File: src/rtl/popcount_arbiter.sv
// Round-robin arbiter in front of a shared bit-serial ones counter. The granted
// requester's word is shifted through a 1-bit accumulator over W cycles and the
// result is returned with a one-cycle valid/ack pulse.
module popcount_arbiter #(
  parameter  int NREQ = 4,
  parameter  int W    = 7,
  localparam int CW   = $clog2(W + 1),
  localparam int GW   = (NREQ > 1) ? $clog2(NREQ) : 1
) (
  input  logic                clk,
  input  logic                rst,
  input  logic [NREQ-1:0]     req,
  input  logic [NREQ*W-1:0]   data,
  output logic [NREQ-1:0]     ack,
  output logic [GW-1:0]       grant_id,
  output logic                busy,
  output logic                valid,
  output logic [CW-1:0]       count
);

  localparam logic [1:0] S_IDLE  = 2'd0;
  localparam logic [1:0] S_COUNT = 2'd1;
  localparam logic [1:0] S_DONE  = 2'd2;

  logic [1:0]      r_state;
  logic [GW-1:0]   r_ptr;
  logic [W-1:0]    r_sh;
  logic [CW-1:0]   r_acc;
  logic [CW-1:0]   r_bitcnt;
  logic [NREQ-1:0] r_ack;
  logic [GW-1:0]   r_grant;
  logic            r_busy;
  logic            r_valid;
  logic [CW-1:0]   r_count;

  logic            w_hi_found;
  logic [GW-1:0]   w_hi_id;
  logic            w_lo_found;
  logic [GW-1:0]   w_lo_id;
  logic            w_found;
  logic [GW-1:0]   w_win_id;
  logic [W-1:0]    w_win_data;
  logic [CW-1:0]   w_acc_next;
  logic [NREQ-1:0] w_onehot;

  // Round robin: lowest set request above the pointer wins; if none, wrap to
  // the lowest set request overall (which may be the pointer itself).
  always_comb begin
    // NOTE: every combinational output gets a default first so no path leaves
    // it unassigned, which would otherwise infer a latch.
    w_hi_found = 1'b0;
    w_hi_id    = '0;
    w_lo_found = 1'b0;
    w_lo_id    = '0;
    for (int i = NREQ - 1; i >= 0; i--) begin
      if (req[i]) begin
        w_lo_found = 1'b1;
        w_lo_id    = GW'(i);
        if (i > int'(r_ptr)) begin
          w_hi_found = 1'b1;
          w_hi_id    = GW'(i);
        end
      end
    end
    w_found  = w_lo_found;
    w_win_id = w_hi_found ? w_hi_id : w_lo_id;
  end

  always_comb begin
    w_win_data = '0;
    w_onehot   = '0;
    for (int i = 0; i < NREQ; i++) begin
      if (GW'(i) == w_win_id) w_win_data = data[i*W +: W];
      w_onehot[i] = (GW'(i) == r_grant);
    end
  end

  assign w_acc_next = r_acc + CW'(r_sh[0]);

  always_ff @(posedge clk) begin
    // NOTE: state is updated with non-blocking assignments so every register
    // sees the pre-edge values of the others, independent of statement order.
    if (rst) begin
      r_state  <= S_IDLE;
      r_ptr    <= GW'(NREQ - 1);
      r_sh     <= '0;
      r_acc    <= '0;
      r_bitcnt <= '0;
      r_ack    <= '0;
      r_grant  <= '0;
      r_busy   <= 1'b0;
      r_valid  <= 1'b0;
      r_count  <= '0;
    end else begin
      case (r_state)
        S_IDLE: begin
          r_valid <= 1'b0;
          r_ack   <= '0;
          if (w_found) begin
            r_sh     <= w_win_data;
            r_grant  <= w_win_id;
            r_ptr    <= w_win_id;
            r_acc    <= '0;
            r_bitcnt <= '0;
            r_busy   <= 1'b1;
            r_state  <= S_COUNT;
          end else begin
            r_busy <= 1'b0;
          end
        end
        S_COUNT: begin
          r_acc    <= w_acc_next;
          r_sh     <= r_sh >> 1;
          r_bitcnt <= r_bitcnt + CW'(1);
          // Fixed W-cycle latency; outputs are loaded on entry to DONE so
          // they are visible during the DONE cycle itself.
          if (r_bitcnt == CW'(W - 1)) begin
            r_state <= S_DONE;
            r_valid <= 1'b1;
            r_count <= w_acc_next;
            r_ack   <= w_onehot;
          end
        end
        S_DONE: begin
          r_valid <= 1'b0;
          r_ack   <= '0;
          r_busy  <= 1'b0;
          r_state <= S_IDLE;
        end
        default: r_state <= S_IDLE;
      endcase
    end
  end

  assign ack      = r_ack;
  assign grant_id = r_grant;
  assign busy     = r_busy;
  assign valid    = r_valid;
  assign count    = r_count;

endmodule

File: config.mk
export PLATFORM = sky130hd
export DESIGN_NAME = popcount_arbiter
export DESIGN_NICKNAME = d
export VERILOG_FILES = /design/src/rtl/popcount_arbiter.sv
export SDC_FILE = /design/constraint.sdc
export NUM_CORES = 1
export LEC_CHECK = 0
export ABC_AREA = 1
export BUFFER_PORTS_ARGS = -buffer_cell sky130_fd_sc_hd__buf_2
export CAP_MARGIN = 20
export CORE_MARGIN = 10
export CORE_UTILIZATION = 50
export CTS_CLUSTER_SIZE = 16
export DETAILED_ROUTE_END_ITERATION = 8
export GPL_TIMING_DRIVEN = 1
export PLACE_DENSITY = 0.77
export SETUP_SLACK_MARGIN = 0.4
export SLEW_MARGIN = 20
export SYNTH_ARGS = -nofsm -noshare
export SYNTH_HDL_FRONTEND = slang
export SYNTH_SLANG_ARGS = --single-unit
File: constraint.sdc
create_clock -name clk -period 1.8 [get_ports clk]
set_clock_uncertainty 0.15 [all_clocks]
set_input_delay 0.18 -clock clk [delete_from_list [all_inputs] [get_ports clk]]
set_output_delay 0.18 -clock clk [all_outputs]
set_load 0.02 [all_outputs]
==> results of run 1 <==
## worst max-delay path, stage by stage, from the launching register on
cell,delay (ns)
sky130_fd_sc_hd__dfxtp_4,0.40
sky130_fd_sc_hd__nor3_4,0.23
sky130_fd_sc_hd__clkinv_4,0.15
sky130_fd_sc_hd__nand2_8,0.10
sky130_fd_sc_hd__nor2_2,0.05
sky130_fd_sc_hd__nor2_1,0.10
sky130_fd_sc_hd__nand3_1,0.10
sky130_fd_sc_hd__nand2_1,0.10
sky130_fd_sc_hd__a21oi_2,0.06
## final cells by class
cell class              instances  area, sq um  share of cell area
clock buffers                   3        22.52             0.01006
clock inverters                 1        30.03             0.01342
inverters                      32        150.1             0.06708
multi-input cells             165        991.0              0.4427
flip-flops and latches         28        578.1              0.2582
well taps                      44        55.05             0.02459
repair buffers                 66        411.6              0.1839
## power by group
group / internal, mW / switching, mW
sequential: 0.665 / 0.0349
clock: 0.225 / 0.185
combinational: 0.218 / 0.311
## what timing repair did
action                                  in CTS  in global routing
endpoints found under the setup margin      17                 23
cloned                                       1                  0
endpoints found under the hold margin        8                  0
resized for setup                            5                 43
buffers inserted                             4                 15
pin swaps                                    5                 22
hold buffers                                 1                  0
## layer usage
layer | GRT usage | wire (um)
met3 | 0.04127 | 204
met4 | 0.03346 | 68
met2 | 0.2449 | 2265
met1 | 0.1506 | 1831
met5 | 0 | 0
## state kept, by name, summed over array words and instances, names as in the netlist
register and cells:
r_acc 3, r_state 2, count 3, r_ptr 2, grant_id 2, ack 4, r_bitcnt 3, busy 1
valid 1, r_sh 7
## through the flow
step	instance area (sq um)	util	cells
after detailed placement	1869	0.6123	314
final	2238	0.7332	339
after global routing	2238	0.7332	339
after floorplan	1613	-	229
after global placement	1869	0.6123	314
after CTS	1983	0.6496	324
## logic make-up after synthesis
logic type,Yosys count,share of synthesized area
xor+xnor,1,0.005461
buf+inv,37,0.09750
simple gates,125,0.3768
fa+ha+maj,4,0.03120
flops,28,0.3495
compound gates,34,0.1396
## worst max-delay path by stage
| stage | slack (ns) | end | from |
|---|---|---|---|
| floorplan | 0.41 | r_sh[0]$_SDFFE_PP0P_ | r_ptr[0]$_SDFFE_PP1P_ |
| global placement | 0.20 | r_sh[3]$_SDFFE_PP0P_ | req[0] |
| detailed placement | 0.20 | r_sh[2]$_SDFFE_PP0P_ | r_ptr[1]$_SDFFE_PP1P_ |
| CTS | 0.25 | r_sh[2]$_SDFFE_PP0P_ | r_ptr[1]$_SDFFE_PP1P_ |
| global route | 0.17 | r_sh[2]$_SDFFE_PP0P_ | r_ptr[1]$_SDFFE_PP1P_ |
| finish | 0.24 | r_sh[5]$_SDFFE_PP0P_ | r_ptr[1]$_SDFFE_PP1P_ |
## cell usage in the layout (no fill, tap or decap), drive strengths merged
cell type / count
o211ai: 1
nand3: 27
nor2: 31
ha: 4
bufinv: 1
nand2: 60
clkbuf: 3
inv: 29
o22ai: 4
nor3: 1
xor2: 1
o21ai: 3
buf: 65
dlygate4sd3: 1
a21boi: 2
dfxtp: 28
or2: 2
nand4: 4
a21oi: 24
clkinv: 3
nand3b: 1
==> metrics, run 1 <==
power density over the cells 732.2 nW/um^2; Via density 4.962; detailed placement HPWL 3052 um; slew margin rel. 0.8150; setup slack after layout 0.2445 ns; R2R Setup Slk 0.24 ns; distinct cell type count of the synthesized netlist 26; maximum fanout count along the critical path 8; H-Tree Depth 1; unrepaired setup endpoints after global routing true; arrival time reported for the critical path endpoint 1.63 ns; kind of critical path reg2reg; sequential share of the synthesized area 0.3495; element type at the critical path end flip-flop; maximum frequency from static timing analysis 642.9 MHz; Setup WS pre-CTS 0.2035 ns; average size of a mapped cell 7.005 sq um; total clock buffers created by CTS 3; main area contributors after synthesis sky130_fd_sc_hd__dfxtp_1, sky130_fd_sc_hd__nand2_1, sky130_fd_sc_hd__nand3_1; proportion of netlist area held by the largest area contributor 0.3495; first-iteration detailed-routing DRC count 83; clock tree buffer depth 2; r2r worst-path depth 8; async set-reset flop share out of synthesis 0; Total Routed Length 4369 um; final critical path time including I/O delays and setup 1.555 ns; transition time of the tightest slew-check pin 0.2759 ns; number of warnings reported in the yosys synthesis log 0; hold slack 0.05742 ns; final total negative setup slack 0 ns; TritonRoute pass-1 iters 4; number of pins exceeding their max-slew limit in the final report 0; clock tree root driver cell sky130_fd_sc_hd__clkbuf_4; count of clock tree sinks 28; most common cell in the synthesized netlist sky130_fd_sc_hd__nand2_1; kind of start point of the critical path flip-flop; leakage power 1.057 nW; total routing resource utilization after global routing 0.1358; first-pass GRT wire length 6920 um; remaining antenna violation count 0; FP Rows 20; starting utilization of the core area 0.5254; cell type with the highest aggregate area in the netlist sky130_fd_sc_hd__dfxtp_1; dominant synthesized flop cell sky130_fd_sc_hd__dfxtp_1; boundary pin count 45; Horiz. Die Dim 76.64 um; number of antenna violations at the first check in global routing 0; endpoint of the worst register-to-register path r_sh[5]$_SDFFE_PP0P_; die area 5874 sq um; filler cell count in the final layout 247; worst min-delay path startpoint data[14]; post-layout net count 334; number of vias in the routed layout 1682; number of global-route vias before repair 1619; maximum number of pins on one net before global-route repair 17; port bufs 44; Skew-Pair Late Insertion Delay 0.33 ns; Data required, critical path 1.88 ns; max-capacitance violation count 0; instance count of the mapped netlist 229; Synth Cell Area 1604 sq um; fraction of layout instances using a drive strength above 1 0.4237; number of hold violations in the final report 0; gpl congestion 0.8596; reg-to-reg startpoint r_ptr[1]$_SDFFE_PP1P_; Hold Path Cell Cnt 5; Worst Hold Path EP r_sh[0]$_SDFFE_PP0P_; hold crit path type in2reg; Worst-path clk slew 0.15 ns; drt wl/cell 12.89 um; remaining routing DRC violations 0; top post-synthesis cells by count sky130_fd_sc_hd__nand2_1, sky130_fd_sc_hd__dfxtp_1, sky130_fd_sc_hd__nand3_1; syn_nets 267; die boundary height 76.64 um; TritonCTS clock tree done; post-synthesis to final-layout area growth 39.55%; placeable core region 3053 sq um; worst vdd ir 0.0005388 V; result of the run complete, no violations; Finish-stage setup viols 0; count of flip-flops with a built-in enable after synthesis 0; Inserted Diodes 0; Final Cycle Share 0.8642; overall overflow remaining after global route 0; flip-flop and latch count after synthesis 28; power consumption 1.639 mW
No activity file was read; power rests on OpenSTA's default activity.
==> run 2: changes to the inputs <==
- RECOVER_POWER: not set -> 25
==> run 2 against run 1 <==
Compared with the run above: die area stayed put; count of clock-buffer cells in the layout stayed put; clock power hardly changed; worst setup slack worse by 0.0010 ns; via count stayed put; first-iteration DRC count is 1.2% lower; critical path type unchanged; largest power group unchanged.
==> metrics, run 2 (same netlist as run 1, synthesis figures left out) <==
number of global-route vias before repair 1619 (unchanged); ordered list of cells on the worst path nor3_4, clkinv_4, nand2_8, nor2_2, nor2_1, nand3_1, nand2_1, a21oi_2; Hold Path Cell Cnt 5 (unchanged); TritonCTS clock tree done; cell total after placement 314 (unchanged); Inserted Diodes 0 (unchanged); number of hold violations in the final report 0 (unchanged); placeable core region 3053 sq um (unchanged); Skew-Pair Late Insertion Delay 0.33 ns (about the same); most used cells in the layout excluding fill and tap cells sky130_fd_sc_hd__nand2_1, sky130_fd_sc_hd__buf_2, sky130_fd_sc_hd__nand3_1, sky130_fd_sc_hd__inv_1, sky130_fd_sc_hd__dfxtp_1; Bufs and invs on worst path 1 (unchanged); die boundary height 76.64 um (unchanged); boundary pin count 45 (unchanged); die area 5874 sq um (unchanged); unrepaired setup endpoints after global routing true; port bufs 44 (unchanged); max-capacitance violation count 0 (unchanged); TritonRoute pass-1 iters 4 (unchanged); Worst-path clk slew 0.15 ns (about the same); number of pins exceeding their max-slew limit in the final report 0 (unchanged); post-synthesis to final-layout area growth 38.85%; Setup WS pre-CTS 0.2035 ns (unchanged); remaining routing DRC violations 0 (unchanged); final critical path time including I/O delays and setup 1.557 ns (+0.001048 ns); maximum frequency from static timing analysis 642.5 MHz (about the same); drt wl/cell 12.96 um (+0.60%); leakage power 1.018 nW (-3.7%); clock tree buffer depth 2 (unchanged); total routing resource utilization after global routing 0.1358 (unchanged); kind of critical path reg2reg; count of clock tree sinks 28 (unchanged); beginning of the critical path r_ptr[1]$_SDFFE_PP1P_; overall overflow remaining after global route 0 (unchanged); setup slack after layout 0.2435 ns (-0.001048 ns); utilization of the core after routing 0.7295 (-0.003689); first-iteration detailed-routing DRC count 82 (-1.2%); element type at the critical path end flip-flop; final total negative setup slack 0 ns (unchanged); first-pass GRT wire length 6920 um (unchanged); number of standard cells in the final layout excluding fillers 339 (unchanged); hold crit path type in2reg; r2r worst-path depth 8 (unchanged); Crit path max-delay family simple AND/OR/NAND/NOR gates; H-Tree Depth 1 (unchanged); cell with the largest stage delay on the worst path sky130_fd_sc_hd__dfxtp_4; leading cell type in the layout, fill and taps excluded sky130_fd_sc_hd__nand2_1; Final Cycle Share 0.8647 (about the same); post-layout net count 334 (unchanged); starting utilization of the core area 0.5254 (unchanged); detailed placement HPWL 3052 um (unchanged); number of antenna violations at the first check in global routing 0 (unchanged); power density over the cells 736.0 nW/um^2 (+0.52%); slew margin rel. 0.8167 (+0.001782); Finish-stage setup viols 0 (unchanged); transition time of the tightest slew-check pin 0.2733 ns (-0.002658 ns); flip-flop count of the largest register, all copies and words added 7 (unchanged); Horiz. Die Dim 76.64 um (unchanged); kind of start point of the critical path flip-flop; Max stage delay on crit path 0.40 ns (about the same); result of the run complete, no violations; register name with the most flops r_sh; gpl congestion 0.8596 (unchanged); maximum number of pins on one net before global-route repair 17 (unchanged); reg-to-reg startpoint r_ptr[1]$_SDFFE_PP1P_; arrival time reported for the critical path endpoint 1.64 ns (about the same); fraction of layout instances using a drive strength above 1 0.3932 (-0.03051); number of vias in the routed layout 1682 (unchanged); cell depth of the worst setup path 8 (unchanged); clock tree root driver cell sky130_fd_sc_hd__clkbuf_4; Total Routed Length 4395 um (+0.60%); FP Rows 20 (unchanged); worst min-delay path startpoint data[14]; total clock buffers created by CTS 3 (unchanged); maximum fanout count along the critical path 8 (unchanged); worst vdd ir 0.0005388 V (about the same); Data required, critical path 1.88 ns (about the same); remaining antenna violation count 0 (unchanged); Via density 4.962 (unchanged)
==> run 2: cell count changes in the layout (fill, tap and decap cells not counted) <==
cell / before / now
sky130_fd_sc_hd__clkbuf_1: 0 / 9
sky130_fd_sc_hd__buf_2: 44 / 35
==> run 2: power by group <==
| group | switching (mW) | internal (mW) | total [mW] |
|---|---|---|---|
| Combinational | 0.311 | 0.218 | 0.529 |
| Clock | 0.185 | 0.225 | 0.411 |
| Sequential | 0.0348 | 0.665 | 0.700 |
| Total | 0.531 | 1.11 | 1.64 |
==> run 2: per-layer routing <==
layer / vias to the layer above / track usage / routed length (um)
met1: 764 / 0.1506 / 1846
met2: 43 / 0.2449 / 2269
met4: 0 / 0.03346 / 68
li1: 869 / - / -
met5: - / 0 / 0
met3: 6 / 0.04127 / 209
==> run 2: area by class of cell <==
class | instances | area [sq um]
well taps | 44 | 55.05
inverters | 32 | 150.1
repair buffers | 66 | 400.4
fillers | 255 | 825.8
multi-input cells | 165 | 991.0
flip-flops and latches | 28 | 578.1
clock inverters | 1 | 30.03
clock buffers | 3 | 22.52
==> run 2: path summary, 6_finish.rpt <==
check	to	slack, ns
setup / recovery	r_sh[5]$_SDFFE_PP0P_	0.24
hold reg to reg	valid$_SDFFE_PP0P_	0.32
setup reg to reg	r_sh[5]$_SDFFE_PP0P_	0.24
hold / removal	r_sh[0]$_SDFFE_PP0P_	0.06
==> run 2: repair_timing <==
| item | CTS | global route |
|---|---|---|
| setup endpoints to repair | 17 | 23 |
| pin swaps | 5 | 22 |
| endpoints found under the hold margin | 8 | 0 |
| cloned | 1 | 0 |
| hold buffers | 1 | 0 |
| buffers inserted | 4 | 15 |
| gates resized for setup | 5 | 43 |
==> run 2: through the flow <==
| stage | hold WS, ns | total power [mW] | instance area, sq um |
|---|---|---|---|
| after floorplan | 0.2926 | 1.028 | 1613 |
| after global placement | 0.2977 | 1.121 | 1869 |
| after detailed placement | 0.3008 | 1.128 | 1869 |
| after CTS | 0.07159 | 1.556 | 1983 |
| after global routing | 0.06535 | 1.727 | 2227 |
| final | 0.05745 | 1.639 | 2227 |
==> run 2: tightest hold or removal path, stage by stage <==
cell and delay [ns]:
sky130_fd_sc_hd__buf_2 0.10, sky130_fd_sc_hd__nor2_1 0.07, sky130_fd_sc_hd__nor2_1 0.05, sky130_fd_sc_hd__nand2_1 0.06, sky130_fd_sc_hd__a21oi_2 0.04
